===== src/rtl/rega_pkg.sv =====
// rega_pkg: shared definitions for the irrigation sequencer.
//   - state_e   : 3-bit state encoding (also driven out on the State port)
//   - LVL_MAX / LVL_LOW : valve levels for a full and a half-full tank
//   - DRY_TH_DEF / WET_TH_DEF : default humidity thresholds
//   - target_level() : target valve level for the current tank condition
package rega_pkg;

   typedef enum logic [2:0] {
      S_IDLE      = 3'd0,
      S_RAMP_UP   = 3'd1,
      S_WATER     = 3'd2,
      S_RAMP_DOWN = 3'd3,
      S_COOLDOWN  = 3'd4,
      S_FAULT     = 3'd5
   } state_e;

   localparam logic [1:0] LVL_MAX    = 2'd3;
   localparam logic [1:0] LVL_LOW    = 2'd2;
   localparam logic [1:0] DRY_TH_DEF = 2'd1;
   localparam logic [1:0] WET_TH_DEF = 2'd3;

   // A half-empty tank caps the valve one step below full.
   function automatic logic [1:0] target_level(input logic tank_low);
      return tank_low ? LVL_LOW : LVL_MAX;
   endfunction

endpackage


===== src/rtl/rega_if.sv =====
// rega_if: sensor / counter / status bundle of the irrigation sequencer.
//   Inputs to the controller : Hum, Start, Tank_low, Tank_empty, Ack, Q
//   Outputs of the controller: Cnt_en, Cnt_up, Pump, Alarm, State, Done_cnt
// Signalling is level-based: every input is sampled on each rising clock
// edge and there is no valid/ready handshake; Cnt_en/Cnt_up are
// combinational so the external counter steps on the same edge that the
// controller observes the current Q.
// modport slave  : the controller (rega_ctrl)
// modport master : the environment (sensor front-end + valve-level counter)
interface rega_if;
   logic [1:0] Hum;
   logic       Start;
   logic       Tank_low;
   logic       Tank_empty;
   logic       Ack;
   logic [1:0] Q;
   logic       Cnt_en;
   logic       Cnt_up;
   logic       Pump;
   logic       Alarm;
   logic [2:0] State;
   logic [7:0] Done_cnt;

   modport slave (
      input  Hum, Start, Tank_low, Tank_empty, Ack, Q,
      output Cnt_en, Cnt_up, Pump, Alarm, State, Done_cnt
   );

   modport master (
      output Hum, Start, Tank_low, Tank_empty, Ack, Q,
      input  Cnt_en, Cnt_up, Pump, Alarm, State, Done_cnt
   );
endinterface


===== src/rtl/rega_timer.sv =====
// rega_timer: TW-bit loadable down-counter used for WATER and COOLDOWN.
//   clk, rst_n : clock, asynchronous active-low reset
//   load       : load load_val (wins over dec)
//   load_val   : value to load
//   dec        : decrement by one; holds at zero
//   count      : current value
//   zero       : count == 0
module rega_timer #(
   parameter int TW = 8
) (
   input  logic          clk,
   input  logic          rst_n,
   input  logic          load,
   input  logic [TW-1:0] load_val,
   input  logic          dec,
   output logic [TW-1:0] count,
   output logic          zero
);

   logic [TW-1:0] count_q;
   logic [TW-1:0] count_d;

   always_comb begin
      count_d = count_q;
      if (load) begin
         count_d = load_val;
      end else if (dec && (count_q != '0)) begin
         count_d = count_q - TW'(1);
      end
   end

   always_ff @(posedge clk or negedge rst_n) begin
      if (!rst_n) begin
         count_q <= '0;
      end else begin
         count_q <= count_d;
      end
   end

   assign count = count_q;
   assign zero  = (count_q == '0);

endmodule


===== src/rtl/rega_ctrl.sv =====
// rega_ctrl: irrigation sequencer driving a 2-bit up/down valve-level counter.
//   Clk, Rst_n : clock, asynchronous active-low reset
//   bus        : rega_if.slave
//     Hum, Start, Tank_low, Tank_empty, Ack : sensor / operator inputs
//     Q                                     : counter feedback
//     Cnt_en, Cnt_up : counter step enable / direction (combinational)
//     Pump, Alarm    : registered, one clock behind the state
//     State          : current state code
//     Done_cnt       : completed waterings, saturating at 255
module rega_ctrl
   import rega_pkg::*;
#(
   parameter int         TW           = 8,
   parameter int         WATER_CYCLES = 16,
   parameter int         COOL_CYCLES  = 8,
   parameter logic [1:0] DRY_TH       = DRY_TH_DEF,
   parameter logic [1:0] WET_TH       = WET_TH_DEF
) (
   input  logic  Clk,
   input  logic  Rst_n,
   rega_if.slave bus
);

   localparam logic [TW-1:0] WATER_TR = TW'(WATER_CYCLES);
   localparam logic [TW-1:0] COOL_TR  = TW'(COOL_CYCLES);
   localparam logic [TW-1:0] WATER_LD = WATER_TR - TW'(1);
   localparam logic [TW-1:0] COOL_LD  = COOL_TR - TW'(1);

   if (WATER_TR == '0) begin : g_bad_water
      $error("rega_ctrl: WATER_CYCLES truncates to zero");
   end
   if (COOL_TR == '0) begin : g_bad_cool
      $error("rega_ctrl: COOL_CYCLES truncates to zero");
   end

   state_e     state_q, state_d;
   logic       fault_q, fault_d;
   logic [7:0] done_q, done_d;
   logic       pump_q, pump_d;
   logic       alarm_q, alarm_d;

   logic [1:0]    target;
   logic          tmr_load;
   logic [TW-1:0] tmr_val;
   logic          tmr_dec;
   logic          tmr_zero;
   logic [TW-1:0] tmr_count;
   logic          cnt_en;
   logic          cnt_up;

   assign target = target_level(bus.Tank_low);

   rega_timer #(.TW(TW)) u_timer (
      .clk      (Clk),
      .rst_n    (Rst_n),
      .load     (tmr_load),
      .load_val (tmr_val),
      .dec      (tmr_dec),
      .count    (tmr_count),
      .zero     (tmr_zero)
   );

   // Next state, fault flag, timer control and completion count.
   always_comb begin
      state_d  = state_q;
      fault_d  = fault_q;
      done_d   = done_q;
      tmr_load = 1'b0;
      tmr_val  = '0;
      tmr_dec  = 1'b0;
      case (state_q)
         S_IDLE: begin
            if (bus.Tank_empty) begin
               state_d = S_FAULT;
               fault_d = 1'b1;
            end else if ((bus.Hum <= DRY_TH) || bus.Start) begin
               state_d = S_RAMP_UP;
            end
         end
         S_RAMP_UP: begin
            if (bus.Tank_empty) begin
               state_d = S_RAMP_DOWN;
               fault_d = 1'b1;
            end else if (bus.Q == target) begin
               state_d  = S_WATER;
               tmr_load = 1'b1;
               tmr_val  = WATER_LD;
            end else if (bus.Q > target) begin
               // Tank_low rose after the valve already passed the new target.
               state_d = S_RAMP_DOWN;
               fault_d = 1'b0;
            end
         end
         S_WATER: begin
            tmr_dec = 1'b1;
            if (bus.Tank_empty) begin
               state_d = S_RAMP_DOWN;
               fault_d = 1'b1;
            end else if (tmr_zero || (bus.Hum >= WET_TH)) begin
               state_d = S_RAMP_DOWN;
            end
         end
         S_RAMP_DOWN: begin
            if (bus.Q == 2'd0) begin
               if (fault_q) begin
                  state_d = S_FAULT;
               end else begin
                  state_d  = S_COOLDOWN;
                  tmr_load = 1'b1;
                  tmr_val  = COOL_LD;
                  if (done_q != 8'hFF) begin
                     done_d = done_q + 8'd1;
                  end
               end
            end
         end
         S_COOLDOWN: begin
            tmr_dec = 1'b1;
            if (bus.Tank_empty) begin
               state_d = S_FAULT;
               fault_d = 1'b1;
            end else if (tmr_zero) begin
               state_d = S_IDLE;
            end
         end
         S_FAULT: begin
            if (bus.Ack && !bus.Tank_empty && (bus.Q == 2'd0)) begin
               state_d = S_IDLE;
               fault_d = 1'b0;
            end
         end
         default: begin
            state_d = S_IDLE;
         end
      endcase
      pump_d  = (state_q == S_WATER);
      alarm_d = (state_q == S_FAULT);
   end

   // Counter commands. Up-steps only while below target and down-steps only
   // while above zero (or above target in WATER), so a wrap is never issued.
   always_comb begin
      cnt_en = 1'b0;
      cnt_up = 1'b0;
      case (state_q)
         S_RAMP_UP: begin
            cnt_en = (bus.Q < target) && !bus.Tank_empty;
            cnt_up = cnt_en;
         end
         S_WATER:     cnt_en = (bus.Q > target);
         S_RAMP_DOWN: cnt_en = (bus.Q != 2'd0);
         S_FAULT:     cnt_en = (bus.Q != 2'd0);
         default: begin
            cnt_en = 1'b0;
            cnt_up = 1'b0;
         end
      endcase
   end

   always_ff @(posedge Clk or negedge Rst_n) begin
      if (!Rst_n) begin
         state_q <= S_IDLE;
         fault_q <= 1'b0;
         done_q  <= 8'd0;
         pump_q  <= 1'b0;
         alarm_q <= 1'b0;
      end else begin
         state_q <= state_d;
         fault_q <= fault_d;
         done_q  <= done_d;
         pump_q  <= pump_d;
         alarm_q <= alarm_d;
      end
   end

   assign bus.Cnt_en   = cnt_en;
   assign bus.Cnt_up   = cnt_up;
   assign bus.Pump     = pump_q;
   assign bus.Alarm    = alarm_q;
   assign bus.State    = state_q;
   assign bus.Done_cnt = done_q;

endmodule


===== src/flat_wrapper.sv =====
// flat-port wrapper written by rule: the top's interface ports become plain ports
module rega_ctrl_flat import rega_pkg::*;
#(
   parameter int         TW           = 8,
   parameter int         WATER_CYCLES = 16,
   parameter int         COOL_CYCLES  = 8,
   parameter logic [1:0] DRY_TH       = DRY_TH_DEF,
   parameter logic [1:0] WET_TH       = WET_TH_DEF
)
  (Clk, Rst_n, bus_Hum, bus_Start, bus_Tank_low, bus_Tank_empty, bus_Ack, bus_Q, bus_Cnt_en, bus_Cnt_up, bus_Pump, bus_Alarm, bus_State, bus_Done_cnt);
  rega_if bus_i ();
  input  logic Clk;
  input  logic Rst_n;
  input wire logic [$bits(bus_i.Hum)-1:0] bus_Hum;
  input wire logic [$bits(bus_i.Start)-1:0] bus_Start;
  input wire logic [$bits(bus_i.Tank_low)-1:0] bus_Tank_low;
  input wire logic [$bits(bus_i.Tank_empty)-1:0] bus_Tank_empty;
  input wire logic [$bits(bus_i.Ack)-1:0] bus_Ack;
  input wire logic [$bits(bus_i.Q)-1:0] bus_Q;
  output wire logic [$bits(bus_i.Cnt_en)-1:0] bus_Cnt_en;
  output wire logic [$bits(bus_i.Cnt_up)-1:0] bus_Cnt_up;
  output wire logic [$bits(bus_i.Pump)-1:0] bus_Pump;
  output wire logic [$bits(bus_i.Alarm)-1:0] bus_Alarm;
  output wire logic [$bits(bus_i.State)-1:0] bus_State;
  output wire logic [$bits(bus_i.Done_cnt)-1:0] bus_Done_cnt;
  assign bus_i.Hum = bus_Hum;
  assign bus_i.Start = bus_Start;
  assign bus_i.Tank_low = bus_Tank_low;
  assign bus_i.Tank_empty = bus_Tank_empty;
  assign bus_i.Ack = bus_Ack;
  assign bus_i.Q = bus_Q;
  assign bus_Cnt_en = bus_i.Cnt_en;
  assign bus_Cnt_up = bus_i.Cnt_up;
  assign bus_Pump = bus_i.Pump;
  assign bus_Alarm = bus_i.Alarm;
  assign bus_State = bus_i.State;
  assign bus_Done_cnt = bus_i.Done_cnt;
  rega_ctrl #(.TW(TW), .WATER_CYCLES(WATER_CYCLES), .COOL_CYCLES(COOL_CYCLES), .DRY_TH(DRY_TH), .WET_TH(WET_TH)) u_core (.Clk(Clk), .Rst_n(Rst_n), .bus(bus_i));
endmodule

===== config.mk =====
export PLATFORM = sky130hd
export DESIGN_NAME = rega_ctrl_flat
export DESIGN_NICKNAME = d
export VERILOG_FILES = /design/src/rtl/rega_pkg.sv /design/src/rtl/rega_if.sv /design/src/rtl/rega_timer.sv /design/src/rtl/rega_ctrl.sv /design/src/flat_wrapper.sv
export SDC_FILE = /design/constraint.sdc
export NUM_CORES = 1
export LEC_CHECK = 0
export ABC_CLOCK_PERIOD_IN_PS = 1750
export BUFFER_PORTS_ARGS = -buffer_cell sky130_fd_sc_hd__buf_2
export CAP_MARGIN = 5
export CORE_UTILIZATION = 49
export DETAILED_ROUTE_END_ITERATION = 12
export GPL_ROUTABILITY_DRIVEN = 0
export PLACE_DENSITY = 0.81
export SLEW_MARGIN = 20
export SYNTH_ARGS = -nofsm -noshare
export SYNTH_HDL_FRONTEND = slang
export SYNTH_SLANG_ARGS = --single-unit
export TNS_END_PERCENT = 1

===== constraint.sdc =====
create_clock -name Clk -period 1.75 [get_ports Clk]
set_input_delay 0.0875 -clock Clk [delete_from_list [all_inputs] [get_ports Clk]]
set_output_delay 0.0875 -clock Clk [all_outputs]
set_load 0.005 [all_outputs]

==> results of run 1 <==
## power by group through the flow
| stage | Sequential (W) | Combinational [W] | Clock [W] |
|---|---|---|---|
| global route | 0.000872 | 0.00154 | 0.000248 |
| detailed placement | 0.000861 | 0.00124 | 0 |
| finish | 0.000848 | 0.00140 | 0.000225 |
| floorplan | 0.000833 | 0.000778 | 0 |
| CTS | 0.000838 | 0.00131 | 0.000235 |
| global placement | 0.000850 | 0.00118 | 0 |
## cells in the mapped netlist (2+ instances only)
library cell | instances | area [um^2]
nand2b_1 | 6 | 37.54
nor2_1 | 9 | 33.78
clkbuf_1 | 5 | 18.77
mux2_2 | 2 | 22.52
o31ai_1 | 3 | 22.52
nand4_1 | 2 | 12.51
nand3_1 | 2 | 10.01
inv_1 | 10 | 37.54
o22ai_1 | 2 | 12.51
a21oi_1 | 8 | 40.04
ha_1 | 4 | 50.05
nand3b_1 | 3 | 22.52
nand2_1 | 8 | 30.03
a31oi_1 | 5 | 31.28
nor3b_1 | 2 | 15.01
and3_1 | 4 | 25.02
a211oi_1 | 2 | 15.01
xor2_1 | 3 | 26.28
nor3_1 | 7 | 35.03
o311ai_0 | 2 | 17.52
or4_1 | 3 | 22.52
o221ai_1 | 2 | 17.52
o21ai_0 | 7 | 35.03
dfrtp_1 | 22 | 550.5
nor2b_1 | 7 | 43.79
## flip-flops by register name (all words and copies together) (netlist names)
signal                flops
u_core.u_timer.count      8
u_core.bus.Pump           1
u_core.bus.Alarm          1
u_core.fault_q            1
u_core.bus.State          3
u_core.bus.Done_cnt       8
## cell type report
| type | count | area [um^2] | share of cell area, % |
|---|---|---|---|
| inverters | 10 | 37.54 | 2.174 |
| repair buffers | 40 | 259.0 | 15.00 |
| well taps | 30 | 37.54 | 2.174 |
| clock buffers | 3 | 22.52 | 1.304 |
| multi-input cells | 113 | 818.3 | 47.39 |
| flip-flops and latches | 22 | 551.8 | 31.96 |
## critical path, delay by kind of cell (launching register included)
| family | cells | cell delay (ns) |
|---|---|---|
| flops | 1 | 0.41 |
| compound gates | 1 | 0.13 |
| simple gates | 3 | 1.02 |
| buf+inv | 1 | 0.13 |
## cell families (layout without fill, tap and decap cells)
kind of cell / count (synthesis) / count (layout)
AO/OA/AOI/OAI: 37 / 37
XOR/XNOR: 5 / 5
adder cells (fa/ha/maj): 4 / 4
buffers and inverters: 15 / 53
flip-flops: 22 / 22
multiplexers: 3 / 3
AND/OR/NAND/NOR: 64 / 64
## routing by layer
metal | global-route usage (%) | share of wire (%) | up-vias
met2 | 44.38 | 54 | 30
met3 | 2.500 | 2.4 | 2
met5 | 0 | 0 | -
met4 | 6.410 | 0.60 | 0
met1 | 26.11 | 43 | 599
li1 | - | - | 638
## metrics by stage
step	total power (W)	instances
floorplan	0.001612	150
global route	0.002658	218
CTS	0.002386	218
global placement	0.002033	212
detailed placement	0.002098	212
finish	0.002476	218
## timing repair
action,in CTS,in global routing
endpoints found under the setup margin,4,17
pin swaps,1,4
endpoints found under the hold margin,22,0
buffers inserted,2,0
hold buffers,1,0
resized for setup,4,11
## worst max path at each step
stage | slack [ns] | depth (start not counted) | end
after floorplan | 0.06 | 5 | u_core.u_timer.count[6]
after global placement | 0.05 | 5 | u_core.u_timer.count[6]
after detailed placement | -0.04 | 5 | u_core.u_timer.count[6]
after CTS | -0.03 | 5 | u_core.u_timer.count[6]
after global routing | -0.08 | 5 | u_core.bus.State[2]
final | 0.005 | 5 | u_core.u_timer.count[6]
==> reports/metrics.yaml, run 1 <==
floorplan:
  core-area_um2: 2567
  start_util_pct: 53.36
  floorplan.io_pins: 25
  die_y_um: 54.88
  row_count: 18
  dieWidth_um: 54.88
  die-area_um2: 3011
global_routing:
  grt_pass1_vias: 1162
  grt_overflow: 0
  grt_max_degree: 23
  grt_pass1_wl_um: 4919
  grt_usage_pct: 23.06
  grt_antenna_before_repair: 0
power_and_ir_drop:
  seqPwrFrac_pct: 34.3
  p_int_w: 0.001448
  p_sw_w: 0.001028
  ir_drop_uv: 992.8
  power.leakage_nw: 0.8243
  pwr-share-clk_pct: 9.1
  p_comb_share_pct: 56.6
  p_per_area_nw_per_um2: 1434
  p_sw_share_pct: 41.53
setup_path:
  cp-end-kind: "flip-flop"
  cpPeakStageDelay_ns: 0.50
  startpoint_type: "flip-flop"
  reg2reg_to: "u_core.u_timer.count[6]"
  r2r_start: "u_core.u_timer.count[4]"
  worst-path-max-fanout: 4
  crit_type: "flip-flop to flip-flop"
  worst_ep_required_time_ns: 1.99
  startpoint: "u_core.u_timer.count[4]"
  critPathSlowestCell: "or4bb_1"
  r2r_cells: 5
  worstPathArrival_ns: 1.98
  crit_path_cell_trace: "buf_6 > nor2_4 > or4bb_1 > or4_4 > a21oi_2"
  r2r_slack_ns: 0.005
routing:
  postRouteAntennaNets: 0
  vias: 1269
  via_per_inst: 5.821
  wl_um: 3192
  drtIter0Drc: 17
  dr.pass1.iters: 4
  drc: 0
  avgRoutedWirePerCell_um: 14.64
synth:
  synth-compound-area-share_pct: 17.63
  synth.net_count: 164
  synth_top_family_by_area: "simple AND/OR/NAND/NOR gates"
  synth-adder-area-share_pct: 3.653
  syn_area_um2: 1370
  muxShareOfSynthArea_pct: 2.374
  syn_inst: 150
  synth_xor_xnor_area_share_pct: 3.744
  yosysSeqAreaShare_pct: 40.18
  ys_types: 45
  yosys.area_share.simple_pct: 28.31
  syn_area_per_cell_um2: 9.134
  yosysWarnings: 0
  synth-edff-count: 0
  async_flop_share_pct: 100.0
  synth_flop_cell: "dfrtp_1"
  ys_ff_latch: 22
hold_path:
  worstHoldPathCells: 3
  min_from: "bus_Tank_empty"
  min_to: "u_core.fault_q"
  hp-class: "input port to flip-flop"
layout:
  finalInstanceArea_um2: 1727
  final_util_pct: 67.25
  synthToLayoutAreaGrowth_pct: 26.03
  drive_gt1_share_pct: 30.32
  final_cell_mix: "24 x buf_2, 21 x dfrtp_1, 13 x buf_4, 9 x inv_1"
  fin_nets: 204
  final_common_cell: "buf_2"
  antennaDiodeCount: 0
  num-fill-cells: 211
clocking:
  clock_path_buffers: 2
  cts_tree: "built"
  cts-root-buf: "clkbuf_4"
  cts_buffers: 3
  ctsHtreeMaxLevel: 1
  clk_latency_ns: 0.30
  clkTransAtPathRegs_ns: 0.12
  cts_sinks: 22
timing:
  grt_setup_unrepaired: "true"
  hold_ws_ns: 0.1560
  setup_viol: 0
  clock_skew_ns: 0.002733
  fmax_mhz: 573.0
  hold_viol: 0
  period_minus_slack_ns: 1.745
  slew_headroom_pct: 67.13
  timing.final.crit_share_pct: 99.73
  finalMaxSlewViolations: 0
  setup_tns_ns: 0
  fin_ws_ns: 0.004734
  worst_pin_slew_ns: 0.4862
place:
  hpwl_um: 2279
  port_buffers: 24
  place_area_um2: 1619
  post-place-ws_ns: -0.03538
status:
  status: "completed"
job:
  drv_cap: 0
No activity file was read; power rests on OpenSTA's default activity.
==> inputs of run 2 (changes only) <==
==> constraint.sdc (replaced) <==
create_clock -name Clk -period 1.75 [get_ports Clk]
set_input_delay 0.2625 -clock Clk [delete_from_list [all_inputs] [get_ports Clk]]
set_output_delay 0.2625 -clock Clk [all_outputs]
set_load 0.005 [all_outputs]
==> run 2 against run 1 <==
- the flow now finishes with violations (setup timing)
- first-iteration DRC count up 140%
- largest power group unchanged
- clock-buffer cell count unchanged
- critical endpoint is now u_core.bus.Done_cnt[1]
- global-route usage up 4.2 points
- highest routed layer unchanged
- critical path depth unchanged
==> reports/metrics.yaml, run 2 (synthesized netlist as in run 1, its figures left out) <==
timing:
  finalMaxSlewViolations: 0
  grt_setup_unrepaired: "true"
  slew_headroom_pct: 64.50
  period_minus_slack_ns: 1.841
  setup_viol: 5
  fmax_mhz: 543.2
  fin_ws_ns: -0.09087
  hold_viol: 0
  worst_pin_slew_ns: 0.5251
  hold_ws_ns: 0.3102
  setup_tns_ns: -0.1771
  clock_skew_ns: 0.007406
  timing.final.crit_share_pct: 105.2
routing:
  avgRoutedWirePerCell_um: 16.31
  postRouteAntennaNets: 0
  dr.pass1.iters: 4
  drtIter0Drc: 41
  via_per_inst: 6.199
  drc: 0
  wl_um: 3768
  vias: 1432
floorplan:
  die-area_um2: 3011
  die_y_um: 54.88
  dieWidth_um: 54.88
  row_count: 18
  core-area_um2: 2567
  start_util_pct: 53.36
  floorplan.io_pins: 25
setup_path:
  r2r_slack_ns: -0.09
  cp-end-kind: "flip-flop"
  r2r_start: "u_core.bus.State[2]"
  worstPathArrival_ns: 2.06
  crit_type: "flip-flop to flip-flop"
  worst-path-max-fanout: 3
  worst_ep_required_time_ns: 1.97
  startpoint_type: "flip-flop"
  r2r_cells: 5
  reg2reg_to: "u_core.bus.Done_cnt[1]"
  startpoint: "u_core.bus.State[2]"
clocking:
  clk_latency_ns: 0.32
  clock_path_buffers: 2
  clkTransAtPathRegs_ns: 0.14
  cts_sinks: 22
  cts_buffers: 3
  cts_tree: "built"
  ctsHtreeMaxLevel: 1
  cts-root-buf: "clkbuf_4"
layout:
  finalInstanceArea_um2: 1894
  final_cell_mix: "24 x buf_2, 24 x buf_4, 21 x dfrtp_1, 10 x inv_1"
  drive_gt1_share_pct: 38.81
  fin_nets: 216
  final_cells: 231
  synthToLayoutAreaGrowth_pct: 38.27
  antennaDiodeCount: 0
power_and_ir_drop:
  seqPwrFrac_pct: 28.6
  p_comb_share_pct: 57.8
  p_sw_share_pct: 39.94
  ir_drop_uv: 1008
  pwr-share-clk_pct: 13.7
  power_w: 0.002921
  p_per_area_nw_per_um2: 1542
  p_sw_w: 0.001166
  power.leakage_nw: 0.9043
  p_int_w: 0.001754
hold_path:
  hp-class: "input port to flip-flop"
  min_from: "bus_Tank_empty"
  min_to: "u_core.fault_q"
  worstHoldPathCells: 3
job:
  drv_cap: 0
status:
  violations: "setup timing"
  status: "finished with violations"
place:
  place_area_um2: 1637
  port_buffers: 24
  hpwl_um: 2479
  numPlacedInstances: 216
global_routing:
  grt_overflow: 0
  grt_antenna_before_repair: 0
  grt_pass1_wl_um: 5733
  grt_usage_pct: 27.30
  grt_pass1_vias: 1357
  grt_max_degree: 23
-- run 2: worst max-delay path by stage --
| stage | end | slack (ns) |
|---|---|---|
| after floorplan | u_core.u_timer.count[6] | 0.06 |
| after global placement | u_core.u_timer.count[6] | 0.02 |
| after detailed placement | u_core.u_timer.count[6] | -0.04 |
| after CTS | bus_Cnt_en | -0.03 |
| after global routing | u_core.bus.Done_cnt[1] | -0.13 |
| final | u_core.bus.Done_cnt[1] | -0.09 |
-- run 2: layout make-up --
| class | instances | area [um^2] |
|---|---|---|
| inverter | 10 | 37.54 |
| multi-input combinational | 113 | 870.8 |
| fill | 186 | 673.1 |
| clock buffer | 3 | 22.52 |
| timing repair buffer | 52 | 344.1 |
| sequential | 22 | 551.8 |
| tap | 30 | 37.54 |
| clock inverter | 1 | 30.03 |
-- run 2: through the flow --
stage / utilization, % / worst slack, ns
floorplan: - / 0.06160
global placement: 63.74 / 0.01559
detailed placement: 63.74 / -0.04198
CTS: 69.59 / -0.02826
global route: 73.78 / -0.1294
finish: 73.78 / -0.09087
-- run 2: timing repair --
item                                    4_1_cts  5_1_grt
gates resized for setup                      10       18
endpoints found under the setup margin        3       15
hold buffers                                  1        0
hold endpoints to repair                     22        0
pin swaps                                     4        3
setup buffers                                 6        4
-- run 2: power groups by stage --
stage / Combinational, W / Sequential, W / Clock [W]
3_5_place_dp: 0.00124 / 0.000863 / 0
5_1_grt: 0.00181 / 0.000850 / 0.000433
6_report: 0.00169 / 0.000835 / 0.000399
4_1_cts: 0.00146 / 0.000819 / 0.000407
3_3_place_gp: 0.00119 / 0.000851 / 0
2_1_floorplan: 0.000778 / 0.000833 / 0
-- run 2: layer usage --
metal  part of all wire (%)  global-route usage (%)  vias to the layer above
met2                     54                   48.39                       66
met5                      0                       0                        -
met1                     39                   30.22                      700
li1                       -                       -                      654
met4                    2.8                   17.95                        0
met3                    4.0                   3.056                       12
-- run 2: critical path, cell delays in order, from the launching register on --
cell,delay (ns)
dfrtp_1,0.43
buf_4,0.17
nor4b_4,0.33
nand2_1,0.21
a31oi_2,0.25
mux2_2,0.36
==> inputs of run 3 (changes only) <==
==> constraint.sdc (replaced) <==
create_clock -name Clk -period 1.75 [get_ports Clk]
set_input_delay 0.35 -clock Clk [delete_from_list [all_inputs] [get_ports Clk]]
set_output_delay 0.35 -clock Clk [all_outputs]
set_load 0.005 [all_outputs]
==> run 3 against run 2 <==
- via count down 0.84%
- highest routed layer unchanged
- register-to-register slack better by 0.03 ns
- setup slack about the same
- largest cell class unchanged
- clock skew up 0.0019 ns
- clock-buffer cell count unchanged
- critical endpoint is now bus_Cnt_en
- wire length up 6.4%
- cell area up 4.7%
- maximum frequency about the same
- worst hold slack better by 0.096 ns
- the run still ends with setup timing left
- utilization up 3.5 points
==> reports/metrics.yaml, run 3 (synthesized netlist as in run 1, its figures left out) <==
power_and_ir_drop:
  ir_drop_uv: 1150
  power_w: 0.003086
  p_per_area_nw_per_um2: 1556
  power.leakage_nw: 0.9626
setup_path:
  r2r_start: "u_core.u_timer.count[0]"
  r2r_slack_ns: -0.06
  cp-end-kind: "primary output"
  cpPeakStageDelay_ns: 0.43
  worst-path-max-fanout: 5
  crit_type: "flip-flop to primary output"
  startpoint_type: "flip-flop"
  reg2reg_to: "u_core.u_timer.count[6]"
  worst_ep_required_time_ns: 1.40
  critPathSlowestCell: "dfrtp_1"
  crit_path_cell_trace: "buf_6 > inv_2 > o211ai_1 > a21oi_1 > or2_4 > buf_6"
  path_common_cell: "buf_6"
  worstPathArrival_ns: 1.49
  crit_family: "flip-flops"
  crit_buf_inv: 3
  r2r_cells: 5
clocking:
  clkTransAtPathRegs_ns: 0.14
  ctsHtreeMaxLevel: 1
  cts-root-buf: "clkbuf_4"
  cts_sinks: 22
  cts_tree: "built"
  cts_buffers: 3
  clk_latency_ns: 0.32
  clock_path_buffers: 2
hold_path:
  min_from: "bus_Tank_empty"
  worstHoldPathCells: 3
  min_to: "u_core.fault_q"
  hp-class: "input port to flip-flop"
timing:
  setup_viol: 4
  hold_viol: 0
  hold_ws_ns: 0.4058
  clock_skew_ns: 0.009341
  timing.final.crit_share_pct: 105.2
  worst_pin_slew_ns: 0.4997
  period_minus_slack_ns: 1.841
  slew_headroom_pct: 66.68
  fin_ws_ns: -0.09086
  fmax_mhz: 543.2
  grt_setup_unrepaired: "true"
  finalMaxSlewViolations: 0
place:
  hpwl_um: 2496
  port_buffers: 24
status:
  status: "finished with violations"
  violations: "setup timing"
floorplan:
  die_y_um: 54.88
  floorplan.io_pins: 25
  die-area_um2: 3011
  row_count: 18
  core-area_um2: 2567
  start_util_pct: 53.36
  dieWidth_um: 54.88
routing:
  wl_um: 4010
  dr.pass1.iters: 4
  postRouteAntennaNets: 0
  drc: 0
  avgRoutedWirePerCell_um: 16.71
  vias: 1420
  via_per_inst: 5.917
  drtIter0Drc: 30
job:
  drv_cap: 0
global_routing:
  grt_overflow: 0
  grt_pass1_vias: 1396
  grt_antenna_before_repair: 0
  grt_usage_pct: 28.79
  grt_max_degree: 23
  grt_pass1_wl_um: 6078
layout:
  final_util_pct: 77.24
  final_common_cell: "buf_4"
  fin_nets: 225
  final_cell_mix: "33 x buf_4, 23 x buf_2, 20 x dfrtp_1"
  synthToLayoutAreaGrowth_pct: 44.75
  antennaDiodeCount: 0
  drive_gt1_share_pct: 41.90
[run 3: cell count changes in the layout (fill, tap and decap cells not counted), moves of 2 or more]
cell / delta
a21oi_2: -2
inv_2: +2
buf_4: +9
inv_1: -2
a21oi_1: +2
nand2b_1: -2
nand2b_4: +2
[run 3: layout make-up]
class,count,area (um^2)
clock buffers,3,22.52
clock inverters,1,30.03
fillers,175,584.3
inverters,10,37.54
multi-input cells,113,884.6
flip-flops and latches,22,553.0
well taps,30,37.54
repair buffers,61,417.9
[run 3: worst min-delay path, stage by stage]
cell,delay [ns]
buf_2,0.17
inv_1,0.11
o22ai_1,0.07
[run 3: power breakdown]
| part | switching [W] | total (W) | internal (W) |
|---|---|---|---|
| combinational | 0.000897 | 0.00186 | 0.000961 |
| clock | 0.000173 | 0.000404 | 0.000232 |
| sequential | 0.000141 | 0.000823 | 0.000683 |
[run 3: layer usage]
layer	GRT usage (%)	wire length, um	up-vias
met3	3.611	123	12
met2	55.02	2187	39
met1	31.40	1598	694
li1	-	-	675
met5	0	0	-
met4	11.11	101	0
[run 3: per-stage QoR]
step,setup WS (ns),TNS [ns],instances,instance area [um^2]
after global placement,-0.07637,-0.09088,222,1682
after floorplan,0.04165,0,150,1370
final,-0.09086,-0.1759,240,1983
after CTS,-0.07479,-0.1209,239,1917
after global routing,-0.1440,-0.6254,240,1983
after detailed placement,-0.1631,-0.6312,222,1682
[run 3: worst max path at each step]
stage	startpoint	slack, ns	cells past startpoint	end
6_report	u_core.bus.State[2]	-0.09	6	bus_Cnt_en
5_1_grt	u_core.bus.State[2]	-0.14	6	bus_Cnt_en
4_1_cts	u_core.bus.State[1]	-0.07	4	bus_Cnt_en
3_5_place_dp	bus_Q[0]	-0.16	7	bus_Cnt_en
3_3_place_gp	bus_Q[0]	-0.08	8	bus_Cnt_en
2_1_floorplan	u_core.bus.State[2]	0.04	3	bus_Cnt_en
[run 3: timing repair]
action,4_1_cts,5_1_grt
hold buffers,1,0
hold endpoints to repair,21,0
setup endpoints to repair,4,21
cloned,0,0
resized for setup,16,15
setup buffers,12,1
pin swaps,6,2
